<file path="src/rtl/mac_pkg.sv">
// Shared types and constants for the FloatSD4 MAC pipeline sequencer.
package mac_pkg;

  typedef enum logic [1:0] {
    ST_IDLE  = 2'd0,
    ST_RUN   = 2'd1,
    ST_DRAIN = 2'd2,
    ST_DONE  = 2'd3
  } mac_state_e;

  localparam int MAC_PIPE_DEPTH = 5;
  localparam int MAC_OUT_W      = 16;

  // Number of operations issued but not yet retired (modulo counter width).
  function automatic logic [31:0] mac_in_flight(input logic [31:0] issued,
                                                input logic [31:0] retired);
    return issued - retired;
  endfunction

endpackage

</file>
<file path="src/rtl/mac_out_reg.sv">
// One-entry output register for stage-5 results: capture, downstream drain
// and generation of the global pipeline stall.
module mac_out_reg
  import mac_pkg::*;
#(
  parameter int OUT_W = MAC_OUT_W
) (
  input  logic             i_clk,
  input  logic             i_rst_n,
  input  logic             i_clear,
  input  logic             i_cap_en,
  input  logic             i_mac_valid,
  input  logic [OUT_W-1:0] i_conv,
  input  logic             i_out_ready,
  output logic             o_inhibit,
  output logic             o_capture,
  output logic             o_out_valid,
  output logic [OUT_W-1:0] o_out_data
);

  logic             full_q, full_d;
  logic [OUT_W-1:0] data_q, data_d;

  // Stall only while a held result cannot leave; an empty or draining
  // register lets the whole pipeline advance.
  assign o_inhibit = full_q & ~i_out_ready;
  assign o_capture = i_mac_valid & ~o_inhibit & i_cap_en;

  always_comb begin
    full_d = o_capture | (full_q & ~i_out_ready);
    data_d = data_q;
    if (o_capture) begin
      data_d = i_conv;
    end
    if (i_clear) begin
      full_d = 1'b0;
      data_d = '0;
    end
  end

  always_ff @(posedge i_clk) begin
    if (!i_rst_n) begin
      full_q <= 1'b0;
      data_q <= '0;
    end else begin
      full_q <= full_d;
      data_q <= data_d;
    end
  end

  assign o_out_valid = full_q;
  assign o_out_data  = data_q;

endmodule

</file>
<file path="src/rtl/mac_seq_ctrl.sv">
// Job sequencer for the 5-stage FloatSD4 MAC pipeline: issues N operands,
// tracks retirements, drives the shared stall and signals job completion.
module mac_seq_ctrl
  import mac_pkg::*;
#(
  parameter int CNT_W = 10,
  parameter int OUT_W = MAC_OUT_W
) (
  input  logic             i_clk,
  input  logic             i_rst_n,
  input  logic             i_start,
  input  logic [CNT_W-1:0] i_num_ops,
  input  logic             i_abort,
  input  logic             i_op_valid,
  output logic             o_op_ready,
  output logic             o_mac_valid,
  output logic             o_inhibit,
  input  logic             i_mac_valid,
  input  logic [OUT_W-1:0] i_conv,
  output logic             o_out_valid,
  output logic [OUT_W-1:0] o_out_data,
  input  logic             i_out_ready,
  output logic             o_busy,
  output logic             o_done,
  output logic             o_err
);

  mac_state_e       state_q, state_d;
  logic [CNT_W-1:0] num_ops_q, num_ops_d;
  logic [CNT_W-1:0] issued_q, issued_d;
  logic [CNT_W-1:0] retired_q, retired_d;
  logic             err_q, err_d;

  logic             capture;
  logic             issue;
  logic [CNT_W-1:0] in_flight;

  mac_out_reg #(
    .OUT_W (OUT_W)
  ) u_out_reg (
    .i_clk       (i_clk),
    .i_rst_n     (i_rst_n),
    .i_clear     (i_abort),
    .i_cap_en    (state_q != ST_IDLE),
    .i_mac_valid (i_mac_valid),
    .i_conv      (i_conv),
    .i_out_ready (i_out_ready),
    .o_inhibit   (o_inhibit),
    .o_capture   (capture),
    .o_out_valid (o_out_valid),
    .o_out_data  (o_out_data)
  );

  assign in_flight   = CNT_W'(mac_in_flight(32'(issued_q), 32'(retired_q)));
  assign o_op_ready  = (state_q == ST_RUN) & (issued_q < num_ops_q) & ~o_inhibit;
  assign issue       = i_op_valid & o_op_ready;
  assign o_mac_valid = issue;

  always_comb begin
    state_d   = state_q;
    num_ops_d = num_ops_q;
    issued_d  = issued_q;
    retired_d = retired_q;
    err_d     = err_q;

    if (issue) begin
      issued_d = issued_q + CNT_W'(1);
    end
    // A result with nothing outstanding is kept in the register but is not
    // counted, so the job still waits for its real retirements.
    if (capture) begin
      if (in_flight == '0) begin
        err_d = 1'b1;
      end else begin
        retired_d = retired_q + CNT_W'(1);
      end
    end

    case (state_q)
      ST_IDLE: begin
        if (i_start) begin
          num_ops_d = i_num_ops;
          issued_d  = '0;
          retired_d = '0;
          err_d     = 1'b0;
          state_d   = (i_num_ops == '0) ? ST_DONE : ST_RUN;
        end
      end
      ST_RUN: begin
        if (issue && (issued_d == num_ops_q)) begin
          state_d = ST_DRAIN;
        end
      end
      ST_DRAIN: begin
        if ((retired_q == num_ops_q) && !o_out_valid && !capture) begin
          state_d = ST_DONE;
        end
      end
      ST_DONE: begin
        state_d = ST_IDLE;
      end
      default: begin
        state_d = ST_IDLE;
      end
    endcase

    if (i_abort) begin
      state_d   = ST_IDLE;
      num_ops_d = '0;
      issued_d  = '0;
      retired_d = '0;
      err_d     = err_q;
    end
  end

  always_ff @(posedge i_clk) begin
    if (!i_rst_n) begin
      state_q   <= ST_IDLE;
      num_ops_q <= '0;
      issued_q  <= '0;
      retired_q <= '0;
      err_q     <= 1'b0;
    end else begin
      state_q   <= state_d;
      num_ops_q <= num_ops_d;
      issued_q  <= issued_d;
      retired_q <= retired_d;
      err_q     <= err_d;
    end
  end

  assign o_busy = (state_q != ST_IDLE);
  assign o_done = (state_q == ST_DONE);
  assign o_err  = err_q;

endmodule

</file>
<file path="config.mk">
export PLATFORM = sky130hd
export DESIGN_NAME = mac_seq_ctrl
export DESIGN_NICKNAME = d
export VERILOG_FILES = /design/src/rtl/mac_pkg.sv /design/src/rtl/mac_out_reg.sv /design/src/rtl/mac_seq_ctrl.sv
export SDC_FILE = /design/constraint.sdc
export NUM_CORES = 1
export LEC_CHECK = 0
export ABC_AREA = 1
export CAP_MARGIN = 20
export CORE_UTILIZATION = 35
export DETAILED_ROUTE_END_ITERATION = 10
export DONT_BUFFER_PORTS = 1
export GPL_TIMING_DRIVEN = 0
export PLACE_DENSITY_LB_ADDON = 0.25
export SLEW_MARGIN = 20
export SYNTH_ARGS = -nofsm -noshare
export SYNTH_HDL_FRONTEND = slang
export SYNTH_SLANG_ARGS = --single-unit
export TNS_END_PERCENT = 100
</file>
<file path="constraint.sdc">
create_clock -name i_clk -period 2.5 [get_ports i_clk]
set_input_delay 0.375 -clock i_clk [delete_from_list [all_inputs] [get_ports i_clk]]
set_output_delay 0.375 -clock i_clk [all_outputs]
set_load 0.005 [all_outputs]
</file>
Word-level counts from Yosys, hierarchy flattened --
Index checks and enable logic that the tools add are counted.
Operators by class: bitwise gates (word level) 10, mux-type cells 16, eq/ne operators 8, magnitude comparators 1, $add $sub $neg 3, reduce and logical (&&, ||, !) cells 12
Operators with widths (count):
- 10-bit 2-to-1 mux | 7
- 10-bit by 1-bit adder with 10-bit output, second input constant | 2
- 10-bit equality test | 2
- 10-bit zero test | 2
- 10-bit < comparator | 1
- 10-bit subtractor | 1
- 2-bit 2-to-1 mux | 4
- 2-bit one-hot mux with 4 select lines | 1
- 1-bit bitwise AND | 6
- 2-bit equality test, second input constant | 2
- 1-bit 2-to-1 mux | 4
- 2-bit != test, second input constant | 2
- 1-bit logical AND | 3
- 1-bit NOT | 3
- 3-bit AND reduction | 1
- 2-bit by 1-bit equality test with 1-bit output, second input constant | 1
- 1-bit zero test | 2
- 2-bit zero test | 1
- 2-bit by 1-bit != test with 1-bit output, second input constant | 1
- 2-bit AND reduction | 1
- 2-bit nonzero test | 1
- 2-bit OR reduction | 1
- 1-bit bitwise OR | 1
Word-level totals: input port bits 33, output and inout bits 23, word-level logic and storage cells 57, register bits 50

Logic depth before layout (Yosys ltp) --
Gate-level depths: netlist (run 1).
word-level depth 10, depth in mapped cells 20, gate-level depth less buffers 20

Cells and area by module --
From an unflattened synthesis (run 1), not the netlist that was laid out.
Second synthesis, totals: cell total of the unflattened synthesis 556, area total of the unflattened synthesis 3648.5 um^2
By module, submodules not included:
- mac_seq_ctrl | seq. area each 660.6 um^2, cells each 442, area an instance 2820.2 um^2, instances 1
- mac_out_reg | seq. area each 340.3 um^2, cells each 114, area an instance 828.3 um^2, instances 1

Least setup slack after synthesis (run 1) --
OpenSTA, ideal clock, no wires.
kind register to register, start reg num_ops_q[9], end reg state_q[0], clock period less this slack 2.208 ns, arrival time 2.093 ns, path slack 0.292 ns, setup time 0.115 ns, buffers on the path 0, data required time 2.385 ns, stages on the path, launching flop included 21, path through dfxtp_1 > inv_1 > ha_1 > nand2_2 > inv_1 > nand2_1 > nand3_1 > nor2_4 > nand3_4 > clkinv_4 > nand2_2 > o21ai_2 > inv_2 > nand2_1 > nand2_1 > nor2_1 > nand2_1 > nand2_2 > nand3_1 > nand2_1 > nor2_1
On the way: longest elaborated chain between the ends 9, elaborated cells on any way between the ends 13, classes of those cells 1 x order compare; 4 x eq/ne; 1 x mux; 3 x bitwise; 4 x reduce/logical
RTL lines:
- start: declaration | line mac_seq_ctrl.sv:29 | logic [CNT_W-1:0] num_ops_q, num_ops_d;
- start signal: assignment | line mac_seq_ctrl.sv:125 | num_ops_q <= num_ops_d;
- 10-bit < comparator (*) | line mac_seq_ctrl.sv:55 | assign o_op_ready = (state_q == ST_RUN) & (issued_q < num_ops_q) & ~o_inhibit;
- 1-bit bitwise AND (*) (2 in series) | line mac_seq_ctrl.sv:55
- 1-bit bitwise AND (*) | line mac_seq_ctrl.sv:56 | assign issue = i_op_valid & o_op_ready;
- via o_mac_valid | line mac_seq_ctrl.sv:16 | output logic o_mac_valid,
- 10-bit 2-to-1 mux | line mac_seq_ctrl.sv:66 | if (issue) begin
- 10-bit equality test | line mac_seq_ctrl.sv:90 | if (issue && (issued_d == num_ops_q)) begin
- 1-bit logical AND (*) | line mac_seq_ctrl.sv:90
- 2-bit by 1-bit != test with 1-bit output (no line) (*)
- 3-bit AND reduction (no line) (*)
- end signal: assignment | line mac_seq_ctrl.sv:124 | state_q <= state_d;
- end: declaration | line mac_seq_ctrl.sv:28 | mac_state_e state_q, state_d;
The timed path passes the listed nets; every way through them passes the cells marked *. A chain may end at the register's enable or synchronous reset.

Worst setup path after layout (run 1) --
start reg retired_q[3], end reg retired_q[5]
On the way: longest elaborated chain between the ends 6, elaborated cells on any way between the ends 7, classes of those cells 2 x add/sub; 4 x mux; 1 x reduce/logical
RTL lines:
- start: declaration | line mac_seq_ctrl.sv:31 | logic [CNT_W-1:0] retired_q, retired_d;
- start signal: assignment | line mac_seq_ctrl.sv:127 | retired_q <= retired_d;
- 10-bit subtractor | line mac_pkg.sv:17 | return issued - retired;
- 10-bit zero test | line mac_seq_ctrl.sv:72 | if (in_flight == '0) begin
- 10-bit 2-to-1 mux (*) | line mac_seq_ctrl.sv:72
- 10-bit 2-to-1 mux (*) | line mac_seq_ctrl.sv:71 | if (capture) begin
- 10-bit 2-to-1 mux | line mac_seq_ctrl.sv:81 | if (i_start) begin
- 10-bit 2-to-1 mux (*) | line mac_seq_ctrl.sv:79 | case (state_q)
Every way passes the cells marked *; elsewhere a longest branch is shown, timed or not.

==> results of run 1 <==
-- report_power, final --
group,switching [mW],total [mW],internal [mW]
registers,0.0224,0.835,0.813
clock network,0.314,0.518,0.204
logic,0.234,0.378,0.144
total,0.570,1.73,1.16
-- flip-flops by register name, summed over array words and instances (netlist names) --
signal and count:
u_out_reg.o_out_data 16, issued_q 10, num_ops_q 10, retired_q 10
state_q 2, o_err 1, u_out_reg.o_out_valid 1
-- metrics by stage --
| step | hold slack [ns] | cells |
|---|---|---|
| after CTS | 0.216 | 608 |
| after global placement | 0.480 | 597 |
| after floorplan | 0.464 | 486 |
| final | 0.221 | 625 |
| after global routing | 0.221 | 625 |
| after detailed placement | 0.491 | 597 |
-- cell type report --
class,count,area [sq um]
fill,942,5240
multi-input combinational,363,2220
sequential,50,1060
inverter,64,255
timing repair buffer,19,150
tap,111,139
clock buffer,5,68.8
buffer,10,41.3
clock inverter,3,22.5
-- layout by cell type, fill, tap and decap left out, types with 2 or more instances in the layout --
cell / instances
nand2_1: 88
nor2_1: 64
inv_1: 49
o21ai_0: 35
a21oi_1: 33
nand3_1: 30
dfxtp_1: 23
buf_4: 18
dfxtp_2: 17
xor2_1: 16
ha_1: 16
inv_2: 11
nand2_2: 11
nand4_1: 10
dfxtp_4: 10
ha_4: 8
clkbuf_1: 7
nor3_1: 7
nor2_4: 5
nand3_2: 5
nor4_1: 5
clkbuf_8: 5
nand2_4: 4
inv_6: 3
inv_4: 2
nor2_2: 2
nand3_4: 2
a21oi_2: 2
buf_1: 2
xnor2_1: 2
nand3b_1: 2
nor3_2: 2
buf_6: 2
-- cell usage after synthesis, types with 3 or more instances --
library cell	count
xor2_1	16
nand4_1	10
inv_1	60
nor4_1	5
nor2_1	66
clkbuf_1	7
nand2_2	10
nand2_1	93
dfxtp_1	50
inv_2	3
o21ai_0	36
a21oi_1	33
ha_1	25
nand3_1	34
nor2_2	3
nor3_1	8
-- kinds of logic after synthesis --
group	synth area share [%]
adder cells (fa/ha/maj)	9.50
AO/OA/AOI/OAI	14.1
buffers and inverters	8.70
flip-flops	30.4
AND/OR/NAND/NOR	32.5
XOR/XNOR	4.79
-- how the worst min path moves through the flow --
stage                                           to    startpoint  cells past startpoint  slack [ns]
after floorplan                       retired_q[9]  retired_q[9]                      2        0.46
after global placement                retired_q[9]  retired_q[9]                      2        0.48
after detailed placement              retired_q[9]  retired_q[9]                      2        0.49
after CTS                 u_out_reg.o_out_data[12]    i_conv[12]                      2        0.22
after global routing         u_out_reg.o_out_valid       i_rst_n                      2        0.22
final                     u_out_reg.o_out_data[12]    i_conv[12]                      2        0.22
-- what timing repair did --
action                                  CTS  global route
resized for setup                         7            79
gates cloned                              0             1
pin swaps                                 2            30
buffers inserted                          3            16
endpoints found under the setup margin   12            13
-- per-layer routing --
metal,vias to the layer above,part of all wire (%),wire [um]
met5,-,0,0
met1,1471,46,4180
met4,0,1.5,133
met2,87,46,4110
li1,1641,-,-
met3,13,6.2,560
==> flow_summary_export.csv, run 1 <==
group,metric,value,unit
run_status,status,"completed",
synth,syn_avg_cell_area,6.78,sq um
worst_setup_path,r2r_cells,13,
timing,fin_ws,0.144,ns
worst_setup_path,cpMaxStageDelayCell,"dfxtp_2",
timing,fin_crit_sh,94.2,%
clock_tree,cts_max_path_buffers,2,
clock_tree,clkLatencyLatePin,0.31,ns
clock_tree,hold_buffers,0,
synth,synth_flop_cell,"dfxtp_1",
clock_tree,cts_tree,"yes",
worst_setup_path,regToRegEndpoint,"retired_q[5]",
synth,synth_edf_count,0,
worst_setup_path,startpoint,"retired_q[3]",
worst_setup_path,endpoint,"retired_q[5]",
grt,antenna_found_initial,0,
final_layout,antenna-diode-count,0,
place,place_congestion,0.825,
worst_setup_path,crit_type,"reg -> reg",
grt,grt_util_met3,3.69,%
final_layout,nNetsFinal,571,
timing,hold_viol_final,0,
synth,synth-seq-cells,50,
place,dp_hpwl,6940,um
final_layout,drive_above_1_share,23.0,%
drt,postRouteWirelength,8980,um
synth,ys_warn_count,0,
synth,async_reset_ff_share,0,%
grt,gr-usage-met1,24.3,%
synth,netlist_area,3290,sq um
timing,tns,0,ns
grt,grt_pass1_vias,2948,
drt,first_pass_iters,4,
drt,drt_iter0_drc,155,
place,place_area,3430,sq um
pwr,p_leak,1.63,nW
worst_setup_path,crit_chain,"inv_1 -> ha_1 -> a21oi_1 -> o21ai_1 -> nand2_1 -> o311ai_0 -> xor2_1 -> nor2_1 -> nand3_2 -> buf_4 -> nand2_1 -> xor2_1 -> nor2_1",
worst_setup_path,worst-path-buf-inv,2,
floorplan,initial_core_util,35.8,%
synth,netlist.area_leader.share,30.4,%
pwr,ir_drop,0.260,mV
timing,fin_worst_skew,0.00627,ns
final_layout,final_area,3950,sq um
place,portBuffers,0,
synth,synth_area_leader_cell,"dfxtp_1",
final_layout,area_delta_synth_final,20.0,%
worst_setup_path,max_stage_delay,0.39,ns
worst_setup_path,worst-r2r-setup-slack,0.14,ns
worst_setup_path,cp_num_cells,13,
worst_setup_path,crit_arrival,2.54,ns
drt,post-route-drc-count,0,
synth,syn_inst,486,
pwr,powerDensity,438,nW/um^2
final_layout,fin_util,43.0,%
min_path,hold_class,"in -> reg",
timing,slew_viol_final,0,
drt,wl_per_cell,14.4,um
drt,vias,3212,
grt,grtUsageMet2,30.0,%
grt,grt-busiest-layer,"met2",
worst_setup_path,required,2.69,ns
synth,syn-num-nets,544,
worst_setup_path,start_kind,"flop",
timing,slew_headroom,59.5,%
floorplan,io_pins,56,
drt,drtAntennaViolNets,0,
clock_tree,cts-buffers-inserted,5,
pwr,total_power,1.73,mW
clock_tree,path_clk_slew,0.10,ns
timing,tightest_slew,0.607,ns
timing,setup_violations,0,
timing,rsz0062_at_grt,"yes",
place,dpl_worst_slack,-0.101,ns
worst_setup_path,crit_family,"simple AND/OR/NAND/NOR gates",
worst_setup_path,end_kind,"flop",
grt,grt_pass1_wl,14200,um
floorplan,die_w,99,um
worst_setup_path,critPathMaxFanout,7,
synth,ys_top_cells_by_area,"dfxtp_1 (30%), nand2_1 (11%), ha_1 (9.5%)",
clock_tree,cts_root_buffer,"clkbuf_8",
drt,route.detailed.vias_per_inst,5.14,
worst_setup_path,regToRegStartpoint,"retired_q[3]",
synth,ys_seq_area_share,30.4,%
floorplan,core_area,9200,sq um
clock_tree,htree_levels,2,
timing,max_freq,0.424,GHz
clock_tree,cts.sink_count,50,
floorplan,die_area,9800,sq um
grt,track_usage,18.2,%
synth,ys_types,37,
grt,grt_max_degree,18,
timing,period_needed,2.36,ns
flow_run,maxCapViolations,0,
floorplan,die_y,99,um
grt,overflow,0,
floorplan,num_rows,35,
Note: power is estimated with default switching activity, not from simulation.
==> run 2, diff against run 1 <==
Settings changed: REMOVE_ABC_BUFFERS from default to 1.
Clock period 2.5 ns to 2.7 ns, I/O delays scaled along.
==> run 2 against run 1 <==
Compared with the run above: sequential cell count stayed put; hold slack improved by 0.041 ns; worst setup slack improved by 0.055 ns; critical path depth decreased by 1; count of clock-buffer cells in the layout increased by 1; fmax shrank 5.8%; register-to-register slack better by 0.06 ns; clock skew grew 0.0018 ns; sequential power decreased by 6.8%; global-route usage barely moved.
==> flow_summary_export.csv, run 2 (same netlist as run 1, synthesis figures left out) <==
group,metric,value,unit
worst_setup_path,worst-path-buf-inv,2,
drt,postRouteWirelength,8810,um
final_layout,drive_above_1_share,14.3,%
grt,grt_max_degree,29,
floorplan,core_area,9200,sq um
place,dpl.cell_count,587,
clock_tree,cts_max_path_buffers,2,
timing,fin_crit_sh,92.6,%
pwr,seqPwrFrac,47.1,%
timing,tns,0,ns
worst_setup_path,crit_family,"simple AND/OR/NAND/NOR gates",
worst_setup_path,max_stage_delay,0.42,ns
timing,max_freq,0.400,GHz
drt,first_pass_iters,4,
final_layout,antenna-diode-count,0,
final_layout,instances_no_fill,607,
timing,period_needed,2.50,ns
floorplan,initial_core_util,35.8,%
pwr,power_frac_comb,19.7,%
clock_tree,hold_buffers,0,
worst_setup_path,critPathMaxFanout,9,
grt,grt_pass1_vias,2976,
timing,hold_viol_final,0,
clock_tree,cts-buffers-inserted,5,
clock_tree,cts.sink_count,50,
drt,vias,3158,
pwr,internal-power,1.15,mW
floorplan,die_area,9800,sq um
grt,overflow,0,
timing,slew_headroom,52.2,%
worst_setup_path,required,2.88,ns
place,place_congestion,0.850,
worst_setup_path,start_kind,"flop",
pwr,total_power,1.65,mW
pwr,clkPwrFrac,33.2,%
drt,post-route-drc-count,0,
final_layout,layout_common_cells,"nand2_1 (92), nor2_1 (63), inv_1 (57), dfxtp_1 (40), o21ai_0 (36)",
clock_tree,clkLatencyLatePin,0.31,ns
clock_tree,path_clk_slew,0.09,ns
drt,wl_per_cell,14.5,um
floorplan,io_pins,56,
grt,grt_pass1_wl,14200,um
flow_run,maxCapViolations,0,
pwr,ir_drop,0.271,mV
place,dp_hpwl,6630,um
min_path,hold_class,"in -> reg",
drt,route.detailed.vias_per_inst,5.20,
drt,drtAntennaViolNets,0,
pwr,p_sw_share,30.5,%
place,dpl_worst_slack,-0.436,ns
clock_tree,cts_root_buffer,"clkbuf_8",
place,portBuffers,0,
timing,tightest_slew,0.710,ns
floorplan,num_rows,35,
final_layout,area_delta_synth_final,12.6,%
worst_setup_path,crit_type,"reg -> reg",
pwr,powerDensity,445,nW/um^2
clock_tree,cts_tree,"yes",
grt,track_usage,18.2,%
timing,holdWs,0.263,ns
timing,fin_worst_skew,0.00806,ns
floorplan,die_y,99,um
worst_setup_path,end_kind,"flop",
grt,antenna_found_initial,0,
floorplan,die_w,99,um
pwr,p_leak,1.55,nW
final_layout,final_common_cell,"nand2_1",
timing,slew_viol_final,0,
pwr,power_switching,0.504,mW
final_layout,largest_register_ffs,16,
timing,setup_violations,0,
worst_setup_path,cpMaxStageDelayCell,"dfxtp_1",
worst_setup_path,crit_arrival,2.68,ns
run_status,status,"completed",
final_layout,nNetsFinal,553,
timing,fin_ws,0.200,ns
clock_tree,htree_levels,2,
drt,drt_iter0_drc,157,
worst_setup_path,crit_chain,"inv_1 -> ha_1 -> inv_1 -> o21bai_4 -> a21oi_2 -> xor2_1 -> nand4_1 -> nor3_4 -> nand3_4 -> nand2_1 -> xor2_1 -> nor2_1",
==> run 2: cell count changes in the layout (fill, tap and decap cells not counted), moves of 4 or more <==
cell and change:
buf_4 -9, dfxtp_1 +17, dfxtp_4 -7, ha_1 +7, clkbuf_1 -6, inv_2 -6
nand2_1 +4, inv_1 +8, dfxtp_2 -10, ha_4 -6
==> run 2: stage by stage <==
| stage | cell area, sq um | utilization, % |
|---|---|---|
| after floorplan | 3250 | - |
| after global placement | 3390 | 36.9 |
| after detailed placement | 3390 | 36.9 |
| after CTS | 3520 | 38.3 |
| after global routing | 3710 | 40.3 |
| final | 3710 | 40.3 |
==> run 2: worst paths after layout <==
check | startpoint | to | slack, ns | cells after the start
worst min-delay path | i_conv[12] | u_out_reg.o_out_data[12] | 0.26 | 2
worst min register to register | retired_q[6] | retired_q[6] | 0.50 | 2
worst max-delay path | retired_q[1] | retired_q[5] | 0.20 | 12
worst max register to register | retired_q[1] | retired_q[5] | 0.20 | 12
==> run 2: cell type report <==
class	instances	area, sq um
clock buffer	6	72.6
timing repair inverter	1	5.00
multi-input combinational	364	2120
tap	111	139
fill	985	5490
clock inverter	2	37.5
sequential	50	1020
timing repair buffer	9	67.6
inverter	64	249
==> run 2: layer usage <==
metal | GRT usage (%) | up-vias | share of wire (%)
li1 | - | 1615 | -
met2 | 30.7 | 98 | 47
met5 | 0 | - | 0
met1 | 23.4 | 1436 | 45
met3 | 3.40 | 9 | 6.9
met4 | 5.74 | 0 | 0.86
==> run 2: power groups by stage <==
stage	sequential [mW]	clock, mW	combinational, mW
floorplan	0.789	0	0.212
global placement	0.795	0	0.269
detailed placement	0.795	0	0.273
CTS	0.779	0.564	0.283
global route	0.781	0.590	0.370
finish	0.778	0.548	0.325
==> run 2: timing repair <==
| action | CTS | global route |
|---|---|---|
| setup buffers | 0 | 9 |
| endpoints found under the setup margin | 6 | 13 |
| gates resized for setup | 3 | 29 |
| cloned | 1 | 2 |
| pin swaps | 1 | 8 |
==> run 3, diff against run 2 <==
Settings changed: GPL_ROUTABILITY_DRIVEN from default to 0.
==> results of run 3 <==
Final layout, timing and power as in run 2 (identical DEF).
